[src/rtl/alu_input_loader_if.sv]
// Switch/button inputs and registered ALU operand outputs of the ALU input loader.
// o_op_err exists only when ALU_LOADER_OP_CHECK_EN is defined.
interface alu_input_loader_if #(
  parameter int NB_DATA = 8,
  parameter int NB_OP   = 6
);
  logic [NB_DATA-1:0] i_sw;
  logic               i_btn_a;
  logic               i_btn_b;
  logic               i_btn_op;
  logic [NB_DATA-1:0] o_data_a;
  logic [NB_DATA-1:0] o_data_b;
  logic [NB_OP-1:0]   o_op;
  logic               o_valid;
  logic               o_update;
`ifdef ALU_LOADER_OP_CHECK_EN
  logic               o_op_err;
`endif

  modport master (
    output i_sw, i_btn_a, i_btn_b, i_btn_op,
    input  o_data_a, o_data_b, o_op, o_valid, o_update
`ifdef ALU_LOADER_OP_CHECK_EN
    , input o_op_err
`endif
  );

  modport slave (
    input  i_sw, i_btn_a, i_btn_b, i_btn_op,
    output o_data_a, o_data_b, o_op, o_valid, o_update
`ifdef ALU_LOADER_OP_CHECK_EN
    , output o_op_err
`endif
  );
endinterface

[src/rtl/alu_input_loader.sv]
// Captures A/B/OP from the switch bus on debounced button presses and holds them for the ALU.
// Latency: press to output <= 2 sync + DEBOUNCE_CYCLES + 2 cycles; no backpressure, loads are unconditional.
// ALU_LOADER_OP_CHECK_EN: reject OP loads outside the supported opcode set and pulse o_op_err.
module alu_input_loader #(
  parameter int NB_DATA         = 8,
  parameter int NB_OP           = 6,
  parameter int DEBOUNCE_CYCLES = 1000000
) (
  input  logic                i_clk,
  input  logic                i_rst_n,
  alu_input_loader_if.slave   bus
);

  localparam int                 CNT_W    = $clog2(DEBOUNCE_CYCLES);
  localparam logic [CNT_W-1:0]   CNT_MAX  = CNT_W'(DEBOUNCE_CYCLES - 1);
  localparam logic [NB_OP-1:0]   OP_RESET = NB_OP'(6'b100000);

  // Button index: 0 = A, 1 = B, 2 = OP.
  logic [NB_DATA-1:0] sw_s1_q, sw_s2_q;
  logic [2:0]         btn_s1_q, btn_s2_q;
  logic [2:0]         stable_q, stable_d;
  logic [2:0]         stable_dly_q;
  logic [CNT_W-1:0]   cnt_q [3];
  logic [CNT_W-1:0]   cnt_d [3];
  logic [2:0]         btn_raw;
  logic [2:0]         rise;

  logic [NB_DATA-1:0] data_a_q, data_a_d;
  logic [NB_DATA-1:0] data_b_q, data_b_d;
  logic [NB_OP-1:0]   op_q, op_d;
  logic               loaded_a_q, loaded_a_d;
  logic               loaded_b_q, loaded_b_d;
  logic               loaded_op_q, loaded_op_d;
  logic               valid_q, valid_d;
  logic               update_q, update_d;
  logic               ld_a, ld_b, ld_op;
  logic [NB_OP-1:0]   op_cand;

`ifdef ALU_LOADER_OP_CHECK_EN
  logic               op_ok;
  logic               op_err_q, op_err_d;
`endif

  always_comb begin
    btn_raw = {bus.i_btn_op, bus.i_btn_b, bus.i_btn_a};
    for (int i = 0; i < 3; i++) begin
      stable_d[i] = stable_q[i];
      cnt_d[i]    = cnt_q[i];
      if (btn_s2_q[i] == stable_q[i]) begin
        cnt_d[i] = '0;
      end else if (cnt_q[i] == CNT_MAX) begin
        stable_d[i] = btn_s2_q[i];
        cnt_d[i]    = '0;
      end else begin
        cnt_d[i] = cnt_q[i] + CNT_W'(1);
      end
    end

    rise    = stable_q & ~stable_dly_q;
    op_cand = sw_s2_q[NB_OP-1:0];
    ld_a    = rise[0];
    ld_b    = rise[1];
`ifdef ALU_LOADER_OP_CHECK_EN
    op_ok   = op_cand inside {NB_OP'(6'b100000), NB_OP'(6'b100010), NB_OP'(6'b100100),
                              NB_OP'(6'b100101), NB_OP'(6'b100110), NB_OP'(6'b000011),
                              NB_OP'(6'b000010), NB_OP'(6'b100111)};
    ld_op    = rise[2] & op_ok;
    op_err_d = rise[2] & ~op_ok;
`else
    ld_op   = rise[2];
`endif

    data_a_d    = ld_a  ? sw_s2_q : data_a_q;
    data_b_d    = ld_b  ? sw_s2_q : data_b_q;
    op_d        = ld_op ? op_cand : op_q;
    loaded_a_d  = loaded_a_q  | ld_a;
    loaded_b_d  = loaded_b_q  | ld_b;
    loaded_op_d = loaded_op_q | ld_op;
    // Valid tracks the flags being written this edge so it rises with the final operand.
    valid_d     = valid_q | (loaded_a_d & loaded_b_d & loaded_op_d);
    update_d    = ld_a | ld_b | ld_op;
  end

  always_ff @(posedge i_clk or negedge i_rst_n) begin
    if (!i_rst_n) begin
      sw_s1_q      <= '0;
      sw_s2_q      <= '0;
      btn_s1_q     <= '0;
      btn_s2_q     <= '0;
      stable_q     <= '0;
      stable_dly_q <= '0;
      for (int i = 0; i < 3; i++) cnt_q[i] <= '0;
      data_a_q     <= '0;
      data_b_q     <= '0;
      op_q         <= OP_RESET;
      loaded_a_q   <= 1'b0;
      loaded_b_q   <= 1'b0;
      loaded_op_q  <= 1'b0;
      valid_q      <= 1'b0;
      update_q     <= 1'b0;
`ifdef ALU_LOADER_OP_CHECK_EN
      op_err_q     <= 1'b0;
`endif
    end else begin
      sw_s1_q      <= bus.i_sw;
      sw_s2_q      <= sw_s1_q;
      btn_s1_q     <= btn_raw;
      btn_s2_q     <= btn_s1_q;
      stable_q     <= stable_d;
      stable_dly_q <= stable_q;
      for (int i = 0; i < 3; i++) cnt_q[i] <= cnt_d[i];
      data_a_q     <= data_a_d;
      data_b_q     <= data_b_d;
      op_q         <= op_d;
      loaded_a_q   <= loaded_a_d;
      loaded_b_q   <= loaded_b_d;
      loaded_op_q  <= loaded_op_d;
      valid_q      <= valid_d;
      update_q     <= update_d;
`ifdef ALU_LOADER_OP_CHECK_EN
      op_err_q     <= op_err_d;
`endif
    end
  end

  assign bus.o_data_a = data_a_q;
  assign bus.o_data_b = data_b_q;
  assign bus.o_op     = op_q;
  assign bus.o_valid  = valid_q;
  assign bus.o_update = update_q;
`ifdef ALU_LOADER_OP_CHECK_EN
  assign bus.o_op_err = op_err_q;
`endif

endmodule
[src/flat_wrapper.sv]
// flat-port wrapper written by rule: the top's interface ports become plain ports
module alu_input_loader_flat 
#(
  parameter int NB_DATA         = 8,
  parameter int NB_OP           = 6,
  parameter int DEBOUNCE_CYCLES = 1000000
)
  (i_clk, i_rst_n, bus_i_sw, bus_i_btn_a, bus_i_btn_b, bus_i_btn_op, bus_o_data_a, bus_o_data_b, bus_o_op, bus_o_valid, bus_o_update);
  alu_input_loader_if #(.NB_DATA(NB_DATA), .NB_OP(NB_OP)) bus_i ();
  input  logic i_clk;
  input  logic i_rst_n;
  input wire logic [$bits(bus_i.i_sw)-1:0] bus_i_sw;
  input wire logic [$bits(bus_i.i_btn_a)-1:0] bus_i_btn_a;
  input wire logic [$bits(bus_i.i_btn_b)-1:0] bus_i_btn_b;
  input wire logic [$bits(bus_i.i_btn_op)-1:0] bus_i_btn_op;
  output wire logic [$bits(bus_i.o_data_a)-1:0] bus_o_data_a;
  output wire logic [$bits(bus_i.o_data_b)-1:0] bus_o_data_b;
  output wire logic [$bits(bus_i.o_op)-1:0] bus_o_op;
  output wire logic [$bits(bus_i.o_valid)-1:0] bus_o_valid;
  output wire logic [$bits(bus_i.o_update)-1:0] bus_o_update;
  assign bus_i.i_sw = bus_i_sw;
  assign bus_i.i_btn_a = bus_i_btn_a;
  assign bus_i.i_btn_b = bus_i_btn_b;
  assign bus_i.i_btn_op = bus_i_btn_op;
  assign bus_o_data_a = bus_i.o_data_a;
  assign bus_o_data_b = bus_i.o_data_b;
  assign bus_o_op = bus_i.o_op;
  assign bus_o_valid = bus_i.o_valid;
  assign bus_o_update = bus_i.o_update;
  alu_input_loader #(.NB_DATA(NB_DATA), .NB_OP(NB_OP), .DEBOUNCE_CYCLES(DEBOUNCE_CYCLES)) u_core (.i_clk(i_clk), .i_rst_n(i_rst_n), .bus(bus_i));
endmodule
[config.mk]
export PLATFORM = sky130hd
export DESIGN_NAME = alu_input_loader_flat
export DESIGN_NICKNAME = d
export VERILOG_FILES = /design/src/rtl/alu_input_loader_if.sv /design/src/rtl/alu_input_loader.sv /design/src/flat_wrapper.sv
export SDC_FILE = /design/constraint.sdc
export NUM_CORES = 1
export LEC_CHECK = 0
export ABC_CLOCK_PERIOD_IN_PS = 2200
export BUFFER_PORTS_ARGS = -buffer_cell sky130_fd_sc_hd__buf_2
export CAP_MARGIN = 20
export CORE_MARGIN = 5
export CORE_UTILIZATION = 55
export CTS_BUF_LIST = sky130_fd_sc_hd__clkbuf_16
export CTS_CLUSTER_SIZE = 24
export DETAILED_ROUTE_END_ITERATION = 12
export PLACE_DENSITY = 0.84
export SETUP_SLACK_MARGIN = 0.3
export SLEW_MARGIN = 5
export SYNTH_ARGS = -nofsm -noshare
export SYNTH_HDL_FRONTEND = slang
export SYNTH_SLANG_ARGS = --single-unit
[constraint.sdc]
create_clock -name i_clk -period 2.2 [get_ports i_clk]
set_clock_uncertainty 0.05 [all_clocks]
set_input_delay 0.44 -clock i_clk [delete_from_list [all_inputs] [get_ports i_clk]]
set_output_delay 0.44 -clock i_clk [all_outputs]
set_load 0.05 [all_outputs]
==> results by group <==
Status
  • Status: finished clean

Worst hold path
  • Worst Hold Class: input pin to register
  • Hold EP: u_core.sw_s1_q[1]
  • Hold path start: bus_i_sw[1]
  • WHS Path Cells: 1

Pwr
  • Sw frac: about 22%
  • Total power: roughly 5.2 mW
  • Sequential power share: 42.1%
  • Leak: 2.72 nW
  • VDD IR max: 0.415 mV
  • Cell internal pwr: 4.02 mW
  • Clk pwr share: a little under three fifths
  • Cell Pwr Density: around 860 nW/um2
  • Net Switching: approximately 1.2 mW
  • Comb pwr share: approximately 2.8%

Logic synthesis
  • Cells after synthesis: a little over 400
  • Count of different cell masters after synthesis: 40
  • Yosys warns: 0
  • Yosys top cell by area: dfrtp_1
  • Seq cells post-synth: between 100 and 150
  • Yosys top cell area share: roughly three fifths
  • Post-synthesis sequential area ratio: 60.5%
  • Syn_nets: about 430
  • Syn_area_per_cell: between 10 and 15 um2
  • Most frequent cell after synthesis: dfrtp_1
  • Ranking of synthesized cells by area: dfrtp_1 60%, mux2_2 5.9%, nor2_1 3.4%, xnor2_1 3.3%, xor2_1 3.1%
  • Share of flip-flops with an asynchronous set or reset: between 90% and 100%
  • Post-synth EDFFs: 0
  • Ys flop type: dfrtp_1
  • Cell area after synthesis: 4760 um2
  • Synth top cells by count: 114 x dfrtp_1, 43 x nor2_1, 25 x mux2_2, 25 x nand3_1, 21 x a21oi_1

Worst setup path
  • CP Max Fanout: 5
  • Crit Reg-Reg Endpoint: u_core.stable_q[2]
  • Worst setup path start: u_core.cnt_q[6]
  • R2R Path Start: u_core.cnt_q[6]
  • Startpoint types: register
  • Req. time, crit path: 2.44 ns
  • Arr. time, crit path: 2.33 ns
  • Worst path cell trace: or4b_1 > or4_4 > nor2_2 > mux2_4
  • R2R cell count: 4
  • Slowest CP cell: or4_4
  • Crit path largest cell delay: between 0.5 and 0.6 ns
  • Worst Setup End Kind: register
  • FF-to-FF setup slack: about 0.11 ns
  • Crit Path Class: register to register

Place
  • Placed cells: between 500 and 600
  • Placed cell areas: 5140 um2
  • Port Buffers: 36
  • Gpl congestion: between 0.7 and 0.8
  • Pre-CTS setup slack: between 0.07 and 0.08 ns
  • Post-DP HPWL: a little under 6000 um

Global routing
  • Largest net degree at the start of global routing: 54
  • First-pass GRT wire length: between 15000 and 20000 um
  • Initial antenna violation count: 0
  • GRT Total Usage: a little over a fifth
  • Number of global-route vias before repair: between 3000 and 4000
  • Total grt overflow: 0

Routing
  • Total Wirelength: ~11000 um
  • DR iter-0 viols: about 180
  • DR DRC count: 0
  • Pre-antenna DRT Iters: 5
  • Vias: ~3500
  • Via/cell ratio: approximately 5.8
  • Post-route ant nets: 0
  • Avg WL per Cell: around 17 um

Clocking
  • Clock buffer depth: 2
  • TritonCTS Buffers: 17
  • H-tree levels: 4
  • CTS sink cnt: about 120
  • Clock Latency Late Sink: ~0.4 ns
  • Worst-path clk slew: ~0.06 ns
  • Clock Tree Root: clkbuf_16
  • CTS tree: yes

Finish
  • Layout Utilization: a little over two thirds
  • Area Growth Syn to Fin: 26.5%
  • Final net count: ~500
  • Cell Count, Final, Fillers Out: just over 600
  • # fillers: approximately 540
  • Share of layout cells above drive strength 1: roughly a third
  • Diode count: 0
  • Final instance area: between 6000 and 7000 um2

Floorplanning
  • Initial Util: 55.4%
  • Die extent in y: 103 um
  • Die W: 103 um
  • Row Count: 34
  • Die area: around 11000 um2
  • Top Ports: 37
  • Area of the core: between 8000 and 9000 um2

STA
  • Worst hold margin: roughly 0.083 ns
  • Max transition margin: between 60% and 70%
  • TNS Setup: 0 ns
  • # setup viols final: 0
  • Final Hold Fails: 0
  • Slew Limit Fails: 0
  • Fin worst setup slack: around 0.11 ns
  • Tmin final: between 2 and 2.5 ns
  • RSZ-0062 raised after global routing: true
  • Slew @ Worst Pin: around 0.57 ns
  • Fmax achieved: 479 MHz
  • Fin crit share: between 90% and 100%

Run
  • Max Cap Viol: 0
==> routing by layer <==
metal | global-route usage [%] | vias to the layer above | wire [um]
met2 | 34.9 | 129 | 5460
met5 | 0 | - | 0
met3 | 5.41 | 31 | 533
met1 | 24.9 | 1732 | 4260
li1 | - | 1611 | -
met4 | 10.3 | 0 | 309
==> kinds of logic (layout without fill, tap and decap cells) <==
logic type / after synthesis / after routing / share of synthesized area, %
AO/OA/AOI/OAI: 48 / 48 / 5.65
multiplexers: 25 / 25 / 5.92
XOR/XNOR: 35 / 35 / 6.44
flip-flops: 115 / 115 / 60.5
adder cells (fa/ha/maj): 3 / 3 / 0.789
AND/OR/NAND/NOR: 164 / 164 / 18.6
buffers and inverters: 25 / 108 / 2.08
==> power groups by stage <==
stage / combinational (mW) / clock (mW) / sequential (mW)
6_report: 0.144 / 2.85 / 2.18
5_1_grt: 0.164 / 2.98 / 2.18
4_1_cts: 0.129 / 2.88 / 2.18
3_5_place_dp: 0.115 / 0 / 2.21
3_3_place_gp: 0.110 / 0 / 2.21
2_1_floorplan: 0.0420 / 0 / 2.21
==> layout make-up <==
class	count	area (um2)	area share, %
clock inverters	15	196	3.26
repair buffers	63	412	6.84
clock buffers	17	425	7.07
well taps	108	135	2.25
inverters	13	48.8	0.811
multi-input cells	275	1920	31.9
flip-flops and latches	115	2880	47.9
==> state kept, by name, summed over array words and instances (netlist names) <==
name                 cells
u_core.sw_s1_q           8
u_core.bus.o_valid       1
u_core.stable_q          3
u_core.bus.o_update      1
u_core.loaded_b_q        1
u_core.bus.o_op          6
u_core.sw_s2_q           8
u_core.btn_s1_q          3
u_core.cnt_q            60
u_core.bus.o_data_b      8
u_core.btn_s2_q          3
u_core.loaded_a_q        1
u_core.stable_dly_q      3
u_core.bus.o_data_a      8
u_core.loaded_op_q       1
==> what timing repair did <==
item	in CTS	in global routing
setup endpoints to repair	27	26
pin swaps	2	6
setup buffers	7	9
gates cloned	1	0
endpoints found under the hold margin	35	0
resized for setup	21	11
hold buffers	1	0
==> worst max path at each step <==
| stage | cells past startpoint | to |
|---|---|---|
| 5_1_grt | 5 | u_core.cnt_q[18] |
| 4_1_cts | 5 | u_core.cnt_q[6] |
| 6_report | 4 | u_core.stable_q[2] |
| 3_3_place_gp | 5 | u_core.cnt_q[0] |
| 3_5_place_dp | 5 | u_core.cnt_q[18] |
| 2_1_floorplan | 4 | u_core.stable_q[2] |
==> worst max-delay path, delay by kind of cell (launching register included) <==
family           cells  cell delay, ns
AND/OR/NAND/NOR      3            1.17
flip-flops           1            0.43
multiplexers         1            0.31
==> cell usage in the layout, fill, tap and decap left out, drive strengths merged, types with 14 or more instances in the layout <==
cell	instances
o21ai	17
mux2	25
nor2	43
nand3	27
inv	19
or3	14
clkbuf	17
nand2	15
dfrtp	114
buf	62
xnor2	18
xor2	17
a21oi	22
No activity file was read; power rests on OpenSTA's default activity.
